## config.mk

```make
export PLATFORM = sky130hd
export DESIGN_NAME = regfile_wb_arbiter_flat
export DESIGN_NICKNAME = d
export VERILOG_FILES = /design/src/rtl/regfile_wb_arbiter_if.sv /design/src/rtl/regfile_wb_arbiter.sv /design/src/flat_wrapper.sv
export SDC_FILE = /design/constraint.sdc
export NUM_CORES = 1
export LEC_CHECK = 0
export BUFFER_PORTS_ARGS = -buffer_cell sky130_fd_sc_hd__buf_2
export CAP_MARGIN = 15
export CORE_MARGIN = 2
export CORE_UTILIZATION = 30
export DETAILED_ROUTE_END_ITERATION = 10
export PLACE_DENSITY = 0.52
export SLEW_MARGIN = 20
export SYNTH_ARGS = -nofsm -noshare
export SYNTH_HDL_FRONTEND = slang
export SYNTH_SLANG_ARGS = --single-unit
```

## constraint.sdc

```tcl
create_clock -name clock -period 3.7 [get_ports clock]
set_input_delay 0.555 -clock clock [delete_from_list [all_inputs] [get_ports clock]]
set_output_delay 0.555 -clock clock [all_outputs]
set_load 0.005 [all_outputs]
```

## src/rtl/regfile_wb_arbiter_if.sv

```systemverilog
// Bus bundle for the register-file writeback arbiter: both writeback
// requesters, the multi-cycle issue port, the decode-stage read probes
// and the register-file write port.
interface regfile_wb_arbiter_if;
    logic        a_req;
    logic [4:0]  a_rd;
    logic [31:0] a_data;
    logic        a_ready;

    logic        b_req;
    logic [4:0]  b_rd;
    logic [31:0] b_data;
    logic        b_ready;

    logic        issue_valid;
    logic [4:0]  issue_rd;
    logic        issue_ready;

    logic [4:0]  ctrl_readRegA;
    logic [4:0]  ctrl_readRegB;
    logic        stall_readA;
    logic        stall_readB;

    logic        ctrl_writeEnable;
    logic [4:0]  ctrl_writeReg;
    logic [31:0] data_writeReg;

    logic        idle;

    // Pipeline side: raises requests, issues ops and probes read indices.
    modport master (
        output a_req, a_rd, a_data,
        output b_req, b_rd, b_data,
        output issue_valid, issue_rd,
        output ctrl_readRegA, ctrl_readRegB,
        input  a_ready, b_ready, issue_ready,
        input  stall_readA, stall_readB,
        input  ctrl_writeEnable, ctrl_writeReg, data_writeReg,
        input  idle
    );

    // Arbiter side.
    modport slave (
        input  a_req, a_rd, a_data,
        input  b_req, b_rd, b_data,
        input  issue_valid, issue_rd,
        input  ctrl_readRegA, ctrl_readRegB,
        output a_ready, b_ready, issue_ready,
        output stall_readA, stall_readB,
        output ctrl_writeEnable, ctrl_writeReg, data_writeReg,
        output idle
    );
endinterface

```

## src/rtl/regfile_wb_arbiter.sv

```systemverilog
// Writeback arbiter for a 32-entry register file. Requester A is a
// single-cycle unit, requester B a multi-cycle unit whose outstanding
// destinations are tracked in a pending scoreboard. A is blocked from
// writing a register that B still owes; contention is round-robin.
module regfile_wb_arbiter (
    input logic                 clock,
    input logic                 ctrl_reset,
    regfile_wb_arbiter_if.slave bus
);

    logic [31:0] pending_q;
    logic [31:0] pending_d;
    logic        rr_q;
    logic        rr_d;

    logic        a_eligible;
    logic        b_eligible;
    logic        grant_a;
    logic        grant_b;
    logic        issue_accept;

    // Eligibility and same-cycle grant selection; rr breaks ties.
    always_comb begin
        a_eligible = bus.a_req && !((bus.a_rd != 5'd0) && pending_q[bus.a_rd]);
        b_eligible = bus.b_req;
        grant_a    = a_eligible && (!b_eligible || !rr_q);
        grant_b    = b_eligible && (!a_eligible || rr_q);
    end

    // Handshake, write-port mux and scoreboard-derived status outputs.
    always_comb begin
        bus.a_ready          = grant_a;
        bus.b_ready          = grant_b;
        bus.ctrl_writeEnable = 1'b0;
        bus.ctrl_writeReg    = 5'd0;
        bus.data_writeReg    = 32'd0;
        if (grant_a) begin
            bus.ctrl_writeEnable = (bus.a_rd != 5'd0);
            bus.ctrl_writeReg    = bus.a_rd;
            bus.data_writeReg    = bus.a_data;
        end else if (grant_b) begin
            bus.ctrl_writeEnable = (bus.b_rd != 5'd0);
            bus.ctrl_writeReg    = bus.b_rd;
            bus.data_writeReg    = bus.b_data;
        end
        bus.issue_ready = (bus.issue_rd == 5'd0) || !pending_q[bus.issue_rd];
        bus.stall_readA = pending_q[bus.ctrl_readRegA];
        bus.stall_readB = pending_q[bus.ctrl_readRegB];
        bus.idle        = ~|pending_q;
    end

    // Next scoreboard and pointer: clear on B writeback, then set on issue so set wins.
    always_comb begin
        issue_accept = bus.issue_valid && bus.issue_ready;
        pending_d    = pending_q;
        rr_d         = rr_q;
        if (grant_b && (bus.b_rd != 5'd0)) begin
            pending_d[bus.b_rd] = 1'b0;
        end
        if (issue_accept && (bus.issue_rd != 5'd0)) begin
            pending_d[bus.issue_rd] = 1'b1;
        end
        pending_d[0] = 1'b0;
        if (a_eligible && b_eligible) begin
            rr_d = grant_a;
        end
    end

    // State registers; reset drops every outstanding write and favours A.
    always_ff @(posedge clock or posedge ctrl_reset) begin
        if (ctrl_reset) begin
            pending_q <= 32'd0;
            rr_q      <= 1'b0;
        end else begin
            pending_q <= pending_d;
            rr_q      <= rr_d;
        end
    end

endmodule
```

## src/flat_wrapper.sv

```systemverilog
// flat-port wrapper written by rule: the top's interface ports become plain ports
module regfile_wb_arbiter_flat 
  (clock, ctrl_reset, bus_a_req, bus_a_rd, bus_a_data, bus_b_req, bus_b_rd, bus_b_data, bus_issue_valid, bus_issue_rd, bus_ctrl_readRegA, bus_ctrl_readRegB, bus_a_ready, bus_b_ready, bus_issue_ready, bus_stall_readA, bus_stall_readB, bus_ctrl_writeEnable, bus_ctrl_writeReg, bus_data_writeReg, bus_idle);
  regfile_wb_arbiter_if bus_i ();
  input logic clock;
  input logic ctrl_reset;
  input wire logic [$bits(bus_i.a_req)-1:0] bus_a_req;
  input wire logic [$bits(bus_i.a_rd)-1:0] bus_a_rd;
  input wire logic [$bits(bus_i.a_data)-1:0] bus_a_data;
  input wire logic [$bits(bus_i.b_req)-1:0] bus_b_req;
  input wire logic [$bits(bus_i.b_rd)-1:0] bus_b_rd;
  input wire logic [$bits(bus_i.b_data)-1:0] bus_b_data;
  input wire logic [$bits(bus_i.issue_valid)-1:0] bus_issue_valid;
  input wire logic [$bits(bus_i.issue_rd)-1:0] bus_issue_rd;
  input wire logic [$bits(bus_i.ctrl_readRegA)-1:0] bus_ctrl_readRegA;
  input wire logic [$bits(bus_i.ctrl_readRegB)-1:0] bus_ctrl_readRegB;
  output wire logic [$bits(bus_i.a_ready)-1:0] bus_a_ready;
  output wire logic [$bits(bus_i.b_ready)-1:0] bus_b_ready;
  output wire logic [$bits(bus_i.issue_ready)-1:0] bus_issue_ready;
  output wire logic [$bits(bus_i.stall_readA)-1:0] bus_stall_readA;
  output wire logic [$bits(bus_i.stall_readB)-1:0] bus_stall_readB;
  output wire logic [$bits(bus_i.ctrl_writeEnable)-1:0] bus_ctrl_writeEnable;
  output wire logic [$bits(bus_i.ctrl_writeReg)-1:0] bus_ctrl_writeReg;
  output wire logic [$bits(bus_i.data_writeReg)-1:0] bus_data_writeReg;
  output wire logic [$bits(bus_i.idle)-1:0] bus_idle;
  assign bus_i.a_req = bus_a_req;
  assign bus_i.a_rd = bus_a_rd;
  assign bus_i.a_data = bus_a_data;
  assign bus_i.b_req = bus_b_req;
  assign bus_i.b_rd = bus_b_rd;
  assign bus_i.b_data = bus_b_data;
  assign bus_i.issue_valid = bus_issue_valid;
  assign bus_i.issue_rd = bus_issue_rd;
  assign bus_i.ctrl_readRegA = bus_ctrl_readRegA;
  assign bus_i.ctrl_readRegB = bus_ctrl_readRegB;
  assign bus_a_ready = bus_i.a_ready;
  assign bus_b_ready = bus_i.b_ready;
  assign bus_issue_ready = bus_i.issue_ready;
  assign bus_stall_readA = bus_i.stall_readA;
  assign bus_stall_readB = bus_i.stall_readB;
  assign bus_ctrl_writeEnable = bus_i.ctrl_writeEnable;
  assign bus_ctrl_writeReg = bus_i.ctrl_writeReg;
  assign bus_data_writeReg = bus_i.data_writeReg;
  assign bus_idle = bus_i.idle;
  regfile_wb_arbiter u_core (.clock(clock), .ctrl_reset(ctrl_reset), .bus(bus_i));
endmodule
```

==> results.txt, run 1 <==
- Measured in cells, the most critical reg-to-reg path has a length of 6.
- Standby leakage power: 1.65 nW
* Post-synthesis cell type count: 48
- TritonCTS built the clock tree.
- Most common cell after layout, fill and taps aside: buf_2
* Avg Cell Area, Syn: 9.72 um2
- In this run the vertical extent of the chip is roughly 110 um.
- Post-synthesis net count: 426
* RD Place Congestion: 0.912
- The synthesized netlist occupies a cell area of ~0.0032 mm2.
- Setup slack closes at around 400 ps.
* Worst-Skew Late Latency: approximately 290 ps
* Port-buffer cells: 137
- In this run the power density over the cells is 271 mW/mm2.
- Buffers inserted to repair hold after CTS numbered 0.
* Main synth FF type: dfrtp_1
- In the final design database the tool counted ~540 nets.
* Vias in the first global route: approximately 3,400
* Slew of the pin with the lowest slew margin: 556 ps
- Floorplan row count: 37
* Post-Route Setup TNS: 0 ps
* H-tree levels: 2
- Min-delay worst type: input port to asynchronous set/reset pin
* Wire length of the first global-routing pass: slightly below 20 mm
- Static timing analysis puts the maximum clock frequency at around 300 MHz.
- Maximum number of pins on one net before global-route repair: 38
* Share of cells above drive strength 1: between 40% and 50%
* Number of buffers created by CTS: 5
- Data on the critical path arrives at its endpoint at 2740 ps.
- Total power consumption of the routed design: 1.09 mW
- Registers take 801 um2.
- In the final layout, the multi-input gates occupy 0.00223 mm2.
- Fin crit period: 3300 ps
- Count of state elements after synthesis: 32
- After the first detailed-routing iteration, the DRC count stood at 434.
* RSZ-0062 raised after global routing: false
- Critical path fanouts, max: 33
- Synthesis-to-layout area growth: 25.1%
- Peak supply drop: 108 uV
- Drt via density: ~6.0
- Final-report hold violation count: 0
- The die is between 100 and 150 um wide.
* Mapped Cells: ~330
- Die area: about 0.012 mm2
- Number of max-slew violations in the final report: 0
- The worst setup path is launched from an input port.
- Worst R2R End: u_core.pending_q[4]$_DFF_PP0_
* Number of remaining DRC errors: 0
- Detailed placement finished with a half-perimeter wire length of 9.06 mm.
* Overall track demand over capacity in global routing: 21.7%
- Global routing finished with a remaining overflow of 0.
- Total routed wirelength: 12.6 mm
- Type of element capturing the critical path: output port
- Final antenna diode count: 0
- Number of warning messages in the yosys log: 0
- Final setup skew: 9.82 ps
* Placeable core area: a little over 0.01 mm2
* Maximum Capacitance Violations: 0
- Seq/Total Area, Yosys: 24.8%
- The synthesized design contains 0 enable-type register cells.
* Deepest clock path buffer count: 2
- Antenna violations before repair: 0
* Most used cells in the layout excluding fill and tap cells: buf_2, nand2_1, a22o_1, o21ai_0, dfrtp_1
- Once the floorplan was initialized, standard cells occupied 31.1% of the core.
* Worst slack, placed: between 400 and 500 ps
* Ports: about 140
- Counting flops with an async set or reset pin after synthesis yields a share of 100%.
* Resize count post-CTS: 0
- The run finished with clean final reports.
* Clk sinks: 32
- STA puts the critical path data required time at 3140 ps.
- Fill cells in the final layout number 1,058.
- Buffers inserted during post-CTS setup optimization: 0
- Worst-path clk slew: ~70 ps
- Number of nets with antenna violations after routing: 0
- Utilization of the core after routing: about two fifths
- CTS Root Buffer Type: clkbuf_8
- The setup check on the worst reg-to-reg path leaves a slack of between 1000 and 1500 ps.
- WS Path Type: input port to output port
- Dividing the detail-routed wire length by the instance count gives approximately 22 um.
- Vias: 3,514
- Max-Slew Margin vs Limit: 62.9%
- In this run the critical register-to-register path is launched from u_core.pending_q[23]$_DFF_PP0_.
- Count of TritonRoute iterations in the first routing pass: 7
* Final setup vio count: 0
- Ratio of final minimum period to clock period: slightly below 90%
==> cells by family (layout without fill, tap and decap cells) <==
kind of cell           count (synthesis)  count (layout)  synth area share [%]
AND/OR/NAND/NOR                      101             101                  16.1
buffers and inverters                 34             153                  6.05
XOR/XNOR                               1               1                 0.271
AO/OA/AOI/OAI                        118             118                  27.9
multiplexers                          46              46                  24.8
flip-flops                            32              32                  24.8
==> cells in the mapped netlist (all sizes together), types with 2 or more instances <==
library cell   n  area share (%)
nor2          10             1.2
or3b           4             1.1
mux2i         10             3.1
clkbuf        12             1.4
nor4           7             1.4
a22o          36             9.8
and3           2            0.43
nand4b         2            0.54
nand3          5            0.93
mux4          26              18
o31ai          4            0.93
mux2          10             3.5
o21ai         36             5.6
nand2         45             5.2
o221ai         4             1.8
o311ai        13             4.0
and2           2            0.39
dfrtp         32              25
inv            4            0.54
or3            3            0.58
o211ai        16             3.7
nor3           3            0.46
o22ai          4            0.78
nand3b         7             1.7
buf           18             4.1
nand2b         3            0.58
nand4          3            0.58
nor2b          3            0.58
==> per-stage QoR <==
step / std cells / hold WS, ps / cell area [um2]
finish: 587 / 354 / 4040
global route: 587 / 400 / 4040
CTS: 587 / 365 / 4040
detailed placement: 579 / 625 / 3950
global placement: 579 / 614 / 3950
floorplan: 332 / 531 / 3230
==> per-layer routing <==
metal  routed length (um)  share of wire, %  GRT usage [%]
met1                 5570                44           30.3
met2                 5910                47           33.7
met3                  921               7.3           4.18
met4                  221               1.8           6.78
met5                    0                 0              0
==> worst max-delay path by stage <==
| stage | start | to | slack (ps) | cells past startpoint |
|---|---|---|---|---|
| final | bus_a_rd[0] | bus_data_writeReg[31] | 400 | 9 |
| after global routing | bus_a_rd[0] | bus_data_writeReg[27] | 260 | 9 |
| after CTS | bus_a_rd[0] | bus_data_writeReg[3] | 410 | 9 |
| after detailed placement | bus_a_rd[0] | bus_data_writeReg[16] | 410 | 9 |
| after global placement | bus_a_rd[0] | bus_data_writeReg[21] | 460 | 9 |
| after floorplan | bus_ctrl_readRegA[0] | bus_stall_readA | 910 | 4 |
==> worst max-delay path, cell delays in order <==
cell	delay [ps]
buf_2	280
mux4_2	540
mux2i_1	190
o221ai_2	160
o21ai_1	130
a21boi_2	360
buf_12	230
a22o_1	150
buf_2	120
==> cell type report <==
cell class	instances	share of cell area [%]
Inverter	4	0.434
Sequential cell	32	19.8
Clock buffer	8	2.23
Tap cell	136	4.21
Multi-Input combinational cell	266	55.3
Timing Repair Buffer	141	18.0
==> sequential cells by signal, indices dropped and copies added (netlist names) <==
register / count
u_core.pending_q: 31
u_core.rr_q: 1
==> power breakdown <==
group / total (mW) / internal (mW) / switching [mW] / leakage, nW
Clock: 0.281 / 0.152 / 0.130 / 0.0455
Sequential: 0.415 / 0.368 / 0.0470 / 0.297
Combinational: 0.398 / 0.193 / 0.205 / 1.30
Total: 1.09 / 0.712 / 0.382 / 1.65
Power figures use the tool's default switching activity.
==> run 2, diff against run 1 <==
--- a/config.mk
+++ b/config.mk
@@ -5,12 +5,14 @@
 export SDC_FILE = /design/constraint.sdc
 export NUM_CORES = 1
 export LEC_CHECK = 0
+export ABC_AREA = 1
 export BUFFER_PORTS_ARGS = -buffer_cell sky130_fd_sc_hd__buf_2
 export CAP_MARGIN = 15
 export CORE_MARGIN = 2
 export CORE_UTILIZATION = 30
 export DETAILED_ROUTE_END_ITERATION = 10
-export PLACE_DENSITY = 0.52
+export PLACE_DENSITY = 0.5
+export SKIP_LAST_GASP = 1
 export SLEW_MARGIN = 20
 export SYNTH_ARGS = -nofsm -noshare
 export SYNTH_HDL_FRONTEND = slang
==> run 2 against run 1 <==
Compared with the run above: largest power group is now combinational logic; largest cell class unchanged; via count up 43%; critical endpoint is now bus_data_writeReg[28]; clock skew fell by 4.9 ps; non-clock buffer count is 3 higher; register-to-register slack improved by 390 ps; combinational power grew to 3.3 times the previous value.
==> results.txt, run 2 <==
* Post-Route Setup TNS: 0 ps
* H-tree levels: 2
- Max-Slew Margin vs Limit: 43.1%
- Final setup skew: 4.96 ps
* Cell at the slowest stage of the critical path: inv_2
- Drt via density: ~5.5
- Data on the critical path arrives at its endpoint at 2540 ps.
- Number of buffers created by CTS: 5
* Most area-hungry cell type in the Yosys netlist: dfrtp_1
- Main area contributors after synthesis: dfrtp_1, nand2_1, nand3_1
* DP Area: 0.00439 mm2
* Overall track demand over capacity in global routing: 23.9%
- VDD sags by at most 197 uV.
- Standby leakage power: 2.40 nW
- Post-synth EDFFs: 0
- For this run, the register share of the synthesized area comes to 21.7%.
- Worst R2R End: u_core.pending_q[24]$_DFF_PP0_
- For this run, asynchronously set or reset flops after synthesis account for 100%.
- The initialized floorplan defines 40 standard-cell rows.
* Final instance area: approximately 0.0045 mm2
* Maximum Capacitance Violations: 0
- Post-synthesis net count: 744
- Along the worst path, the maximum fanout reaches 33.
- Per-cell routed wire length: 17.7 um
- On the worst path, the slowest cell contributes a delay of 430 ps.
- Most used cells in the layout excluding fill and tap cells: nand2_1, buf_2, nand3_1, inv_1, o21ai_0
- TritonCTS built the clock tree.
* Final setup vio count: 0
* Slew of the pin with the lowest slew margin: 846 ps
- The detailed router finished its first iteration with 674 violations.
* Die extent in x: 115 um
- The worst setup path is captured at an output port.
- Across all hold checks on the routed design, the worst slack comes to 357 ps.
* Maximum number of pins on one net before global-route repair: 36
* Synthesis-to-layout area growth: 23.1%
- For this design, the sink count on the clock tree is 32.
- The count of nets left with antenna violations once routing finished came out at 0.
* Final-report hold violation count: 0
* Count of state elements after synthesis: 32
* Post-synthesis cell type count: 30
- Each instance of the synthesized netlist takes up on average 5.69 um2.
- The run finished with clean final reports.
* Most common cell after layout, fill and taps aside: nand2_1
- Number of nets in the final layout: 860
- For this run, the share of the core covered by cells in the final layout is 37.9%.
- Most repeated library cell on the critical path: nand2_1
- Highest Clock Rate: 323 MHz
- Once detailed placement completed, the half-perimeter wirelength came to 12.2 mm.
* WS Path Type: input port to output port
- Crit Reg-Reg Startpoint: u_core.pending_q[24]$_DFF_PP0_
* Buffers inserted during post-CTS setup optimization: 0
- Subtracting the final worst setup slack from the clock period gives ~3100 ps.
- In this run, post-CTS hold repair placed 0 buffers.
- The setup check on the worst reg-to-reg path leaves a slack of 1500 ps.
* Min-delay worst type: input port to asynchronous set/reset pin
* Count of TritonRoute iterations in the first routing pass: 5
* Mapped Cells: 650
* Antenna violations before repair: 0
* Grt ovf: 0
- CTS Root Buffer Type: clkbuf_16
- Measured in cells, the most critical reg-to-reg path has a length of 9.
* Initial core utilization: approximately 31%
* Number of warning messages in the yosys log: 0
- The worst setup path is launched from an input port.
- At the later pin of the worst-skew pair, clock insertion delay measures 280 ps.
- Share of cells above drive strength 1: 21.5%
* Mapped cell area: 0.00370 mm2
- Measured along the y axis, the die boundary spans 115 um.
- Number of remaining DRC errors: 0
* Number of max-slew violations in the final report: 0
* Count leader, synth: nand2_1
- Wires add up to between 15 and 20 mm.
- The register with the most flip-flops in the layout has 31 of them.
- The worst path uses 83.7% of the clock period.
- The largest registers in the layout are u_core.pending_q x31, u_core.rr_q x1.
* Fraction of post-synthesis cell area in the top cell type by area: 21.7%
* Vias: a little over 5,000
* Wire length of the first global-routing pass: 24.9 mm
- Die area: roughly 0.013 mm2
* Cells after DPL: 906
- The commonest cells after synthesis are nand2_1, nand3_1, inv_1.
* Ports: 138
* Cells along the critical path: buf_2, inv_4, nor2_2, nand2_1, nand2_1, nand2_1, nand2_1, inv_1, nand2_1, nand2_2, nand4_4, nand2_2, inv_2, nand2_1, nand2_1, buf_2
* Vias in the first global route: 4,555
* Register with the most flip-flops: u_core.pending_q
- Placeable core area: 0.0120 mm2
- The most used flip-flop cell after synthesis is dfrtp_1.
* RSZ-0062 raised after global routing: false
- At the end of routability-driven placement, the weighted congestion stood at roughly 0.96.
- Resize count post-CTS: 0
* Area of the multi-input gates: 0.00242 mm2
- Power spread over the standard cell area amounts to 556 mW/mm2.
- The filler cells instantiated in the layout total ~1,300.
* Count of non-filler cells in the finished layout: 914
* Worst-path clk slew: 50 ps
- Required time worst endpoint: 3140 ps
* Deepest clock path buffer count: 2
- Final antenna diode count: 0
* Port-buffer cells: 137
- Total area of sequential cells: 801 um2
[run 2: cell count changes after synthesis, moves of 12 or more]
| cell | before | now |
|---|---|---|
| a21oi_1 | 1 | 43 |
| a22o_1 | 36 | 0 |
| inv_1 | 3 | 61 |
| mux4_2 | 25 | 0 |
| nand2_1 | 45 | 196 |
| nand3_1 | 4 | 89 |
| nand4_1 | 3 | 36 |
| nor2_1 | 10 | 41 |
| o211ai_1 | 16 | 4 |
| o21ai_0 | 34 | 53 |
[run 2: per-stage QoR]
step	setup WS (ps)	power, mW
after floorplan	1330	1.55
after global placement	660	2.05
after detailed placement	627	2.05
after CTS	626	2.49
after global routing	412	2.72
final	602	2.53
[run 2: final cells by class]
cell class	instances	share of cell area [%]
timing repair buffer	144	16.2
clock buffer	7	3.14
multi-input combinational	516	53.2
sequential	32	17.6
clock inverter	1	0.165
inverter	67	5.64
tap	147	4.04
[run 2: cell families after synthesis]
logic type             Yosys count  synth area share (%)
and+or+nand+nor                389                  46.9
AOI/OAI and AO/OA              127                  18.4
buffers and inverters          102                  13.0
DFF                             32                  21.7
[run 2: where the power goes]
group	leakage (nW)	internal [mW]	switching (mW)
Combinational	1.91	0.449	0.858
Clock	0.0701	0.268	0.161
Sequential	0.419	0.520	0.275
Total	2.40	1.24	1.29
[run 2: worst max-delay path by stage]
stage | startpoint | end | slack (ps)
finish | bus_a_rd[0] | bus_data_writeReg[28] | 600
global route | bus_a_rd[0] | bus_data_writeReg[20] | 410
CTS | bus_a_rd[0] | bus_data_writeReg[28] | 630
detailed placement | bus_a_rd[0] | bus_data_writeReg[28] | 630
global placement | bus_a_rd[0] | bus_data_writeReg[27] | 660
floorplan | bus_a_rd[0] | bus_data_writeReg[22] | 1330
[run 2: worst max-delay path, delay by kind of cell]
kind | cells | cell delay [ps]
buf+inv | 5 | 1000
simple gates | 11 | 970
[run 2: metal layers]
layer / routed length [um] / part of all wire, % / GRT usage (%) / vias to the layer above
met5: 0 / 0 / 0 / -
met4: 383 / 2.4 / 7.47 / 0
met3: 1570 / 9.7 / 3.11 / 37
met2: 7260 / 45 / 37.3 / 281
met1: 6920 / 43 / 34.4 / 2291
li1: - / - / - / 2431
==> run 3, diff against run 2 <==
--- a/config.mk
+++ b/config.mk
@@ -5,13 +5,13 @@
 export SDC_FILE = /design/constraint.sdc
 export NUM_CORES = 1
 export LEC_CHECK = 0
-export ABC_AREA = 1
+export ABC_AREA = 0
 export BUFFER_PORTS_ARGS = -buffer_cell sky130_fd_sc_hd__buf_2
 export CAP_MARGIN = 15
 export CORE_MARGIN = 2
 export CORE_UTILIZATION = 30
 export DETAILED_ROUTE_END_ITERATION = 10
-export PLACE_DENSITY = 0.5
+export PLACE_DENSITY = 0.54
 export SKIP_LAST_GASP = 1
 export SLEW_MARGIN = 20
 export SYNTH_ARGS = -nofsm -noshare
==> constraint.sdc (replaced) <==
create_clock -name clock -period 2.65 [get_ports clock]
set_input_delay 0.3975 -clock clock [delete_from_list [all_inputs] [get_ports clock]]
set_output_delay 0.3975 -clock clock [all_outputs]
set_load 0.005 [all_outputs]
==> run 3 against run 2 <==
Compared with the run above: the run now ends with negative setup slack left; non-clock buffer count up 49; sequential power down 30%; final cell count decreased by 30%; global-route usage is 0.94 points lower; clock-buffer cell count decreased by 1; sequential share of layout area barely moved; critical endpoint is now bus_data_writeReg[16].
==> results.txt, run 3 (same netlist as run 1, synthesis figures left out) <==
- After layout, the worst path uses 107% of the clock period.
* RSZ-0062 raised after global routing: true
- Number of nets with antenna violations after routing: 0
- Type of element launching the critical path: flop
* Number of buffers created by CTS: 5
- Global routing used 23.0% of the available tracks.
- In this design, the largest share of critical-path delay is due to multiplexers.
* CTS Root Buffer Type: clkbuf_8
* NetSw: 0.560 mW
* Post-detail-place hpwl: 9.59 mm
- Result of the run: finished with violations
* Final setup vio count: 38
- Routability-driven placement finished with a final weighted congestion of 0.942.
- Final-report hold violation count: 0
* Min-delay worst type: input port to asynchronous set/reset pin
* Worst-Skew Late Latency: around 290 ps
* Final antenna diode count: 0
- Most common cell after layout, fill and taps aside: buf_2
* Most used cells in the layout excluding fill and tap cells: buf_2, nand2_1, buf_4, a22o_1, o21ai_0
* Power density cells: 353 mW/mm2
- Counting both buffers and inverters, the worst setup path holds a total of 3.
- Static timing analysis puts the maximum clock frequency at 353 MHz.
* Final setup skew: 4.87 ps
* Floorplan row count: 37
* Largest registers ranked by flip-flop count: u_core.pending_q x31, u_core.rr_q x1
* Worst-path clk slew: 70 ps
* Clock share of power: 22.4%
- The die covers approximately 0.012 mm2.
* Critical path fanouts, max: 37
* Final instance area: between 0.004 and 0.005 mm2
* CTS tree: done
- Switching power as a share of total power: about a third
- For this run, design rule violations remaining after detail routing come to 0.
- Global routing finished with a remaining overflow of 0.
- In the final layout, the share of cells above drive strength 1 is between 50% and 60%.
- For the worst flop-to-flop path, the logic depth is 11.
* Die extent in x: between 100 and 150 um
- At the worst endpoint, the arrival time is ~2400 ps.
- Failing checks: negative setup slack
- The number of global-route vias before repair came to 3,666.
- CTS built an H-tree with a depth of 2.
- The die is around 110 um tall.
* Placeable core area: 0.0104 mm2
* Total routed wirelength: about 13 mm
* Largest incremental delay on the critical path: between 400 and 500 ps
- At the worst endpoint, the required time is 2250 ps.
* Synthesis-to-layout area growth: 41.8%
- The first detailed-routing pass took 5 iterations.
- Maximum number of pins on one net before global-route repair: 38
* Peak supply drop: 162 uV
- Cell at the slowest stage of the critical path: mux4_2
- The initial antenna violation count was 0.
- Iteration-0 DRC count of the detailed router: 334
- The final count of pins violating max slew is 0.
- Counting flops per register, the top entry is u_core.pending_q.
* Filler cell count in the final layout: 1,016
* DP Area: 0.00425 mm2
- The initial utilization of the core area, before any placement, comes to 31.1%.
- After layout, the worst setup slack is -185 ps.
- In this run the register-to-register setup slack is approximately 120 ps.
- Maximum Capacitance Violations: 0
- In this run, placement finished with an instance count of 617.
- The endpoint identified for the worst register-to-register timing path is u_core.pending_q[16]$_DFF_PP0_.
- The longest clock path from root to sink contains 2 buffers.
* Largest register FFs: 31
- After detailed routing, the average wire length per cell comes to 20.7 um.
* Standby leakage power: 1.93 nW
- For the finished layout, the period the worst path requires is about 2800 ps.
- Number of hold buffers added after cts: 0
- Type of element capturing the critical path: output port
- CTS saw 32 sinks.
- Buffers placed on the I/O ports in this run total 137.
- The worst pin sits at a relative slew slack of between 30% and 40%.
- By startpoint and endpoint, the worst setup path is classified as flop to output port.
- Number of nets in the final layout: 596
- The tightest hold path in the finished design has a slack of approximately 310 ps.
* Count of non-filler cells in the finished layout: about 640
- Vias: 3,731
* Gate power share: 43.3%
- Wire length of the first global-routing pass: between 20 and 25 mm
* Flop pwr share: 34.2%
- P_int: 1.06 mW
* Drt via density: 5.85
- Pin placement for this block handled between 100 and 150 I/O pins.
- For the pin with the worst max-slew slack, the measured transition is slightly above 900 ps.
- The signal on the critical path passes through mux4_2, mux2i_1, o221ai_2, buf_4, o221ai_4, inv_6, a22o_1, buf_2.
* Crit Reg-Reg Startpoint: u_core.pending_q[19]$_DFF_PP0_
-- run 3: cell types whose count changed in the layout (fill, tap and decap cells not counted), sizes merged, moves of 12 or more --
cell    change
o311ai     +13
a21oi      -42
inv        -61
nor2       -36
o211ai     +12
o21ai      -23
nand2     -154
nand4      -34
mux4       +26
buf        +46
a22o       +36
nand3      -85
-- run 3: power groups by stage --
stage | logic [mW] | clock network (mW) | registers (mW)
5_1_grt | 0.755 | 0.400 | 0.557
3_5_place_dp | 0.610 | 0 | 0.565
3_3_place_gp | 0.605 | 0 | 0.565
2_1_floorplan | 0.354 | 0 | 0.558
4_1_cts | 0.677 | 0.373 | 0.552
6_report | 0.701 | 0.363 | 0.553
-- run 3: worst max-delay path by stage --
stage,slack [ps],from,to,cells past startpoint
6_report,-180,u_core.pending_q[19]$_DFF_PP0_,bus_data_writeReg[16],8
5_1_grt,-290,u_core.pending_q[3]$_DFF_PP0_,bus_data_writeReg[9],8
4_1_cts,-170,u_core.pending_q[23]$_DFF_PP0_,bus_data_writeReg[16],8
3_5_place_dp,-130,bus_a_rd[0],bus_data_writeReg[16],10
3_3_place_gp,-110,bus_a_rd[0],bus_data_writeReg[16],9
2_1_floorplan,170,bus_ctrl_readRegA[0],bus_stall_readA,4
-- run 3: per-stage QoR --
| stage | total power, mW | setup TNS (ps) | worst slack, ps | utilization, % |
|---|---|---|---|---|
| after global routing | 1.71 | -9950 | -287 | 44.1 |
| after detailed placement | 1.18 | -3030 | -129 | 41.0 |
| after floorplan | 0.912 | 0 | 171 | - |
| after global placement | 1.17 | -2060 | -110 | 41.0 |
| after CTS | 1.60 | -6180 | -173 | 43.4 |
| final | 1.62 | -5040 | -185 | 44.1 |
-- run 3: layout make-up --
type	count	area (um2)	area share, %
Clock inverter	1	5.00	0.109
Tap cell	136	170	3.72
Clock buffer	6	72.6	1.59
Timing Repair Buffer	193	1250	27.4
Sequential cell	32	808	17.7
Multi-Input combinational cell	266	2250	49.1
Inverter	4	20.0	0.437
-- run 3: metal layers --
metal	vias to the layer above	share of wire (%)	track usage, %	wire [um]
li1	1687	-	-	-
met1	1818	44	33.6	5810
met2	194	45	34.8	5950
met3	32	8.2	3.03	1090
met4	0	2.8	7.69	375
met5	-	0	0	0
-- run 3: repair_timing --
item,CTS,global route
setup endpoints to repair,39,56
pin swaps,0,0
gates resized for setup,11,8
setup buffers,8,1
cloned,3,2
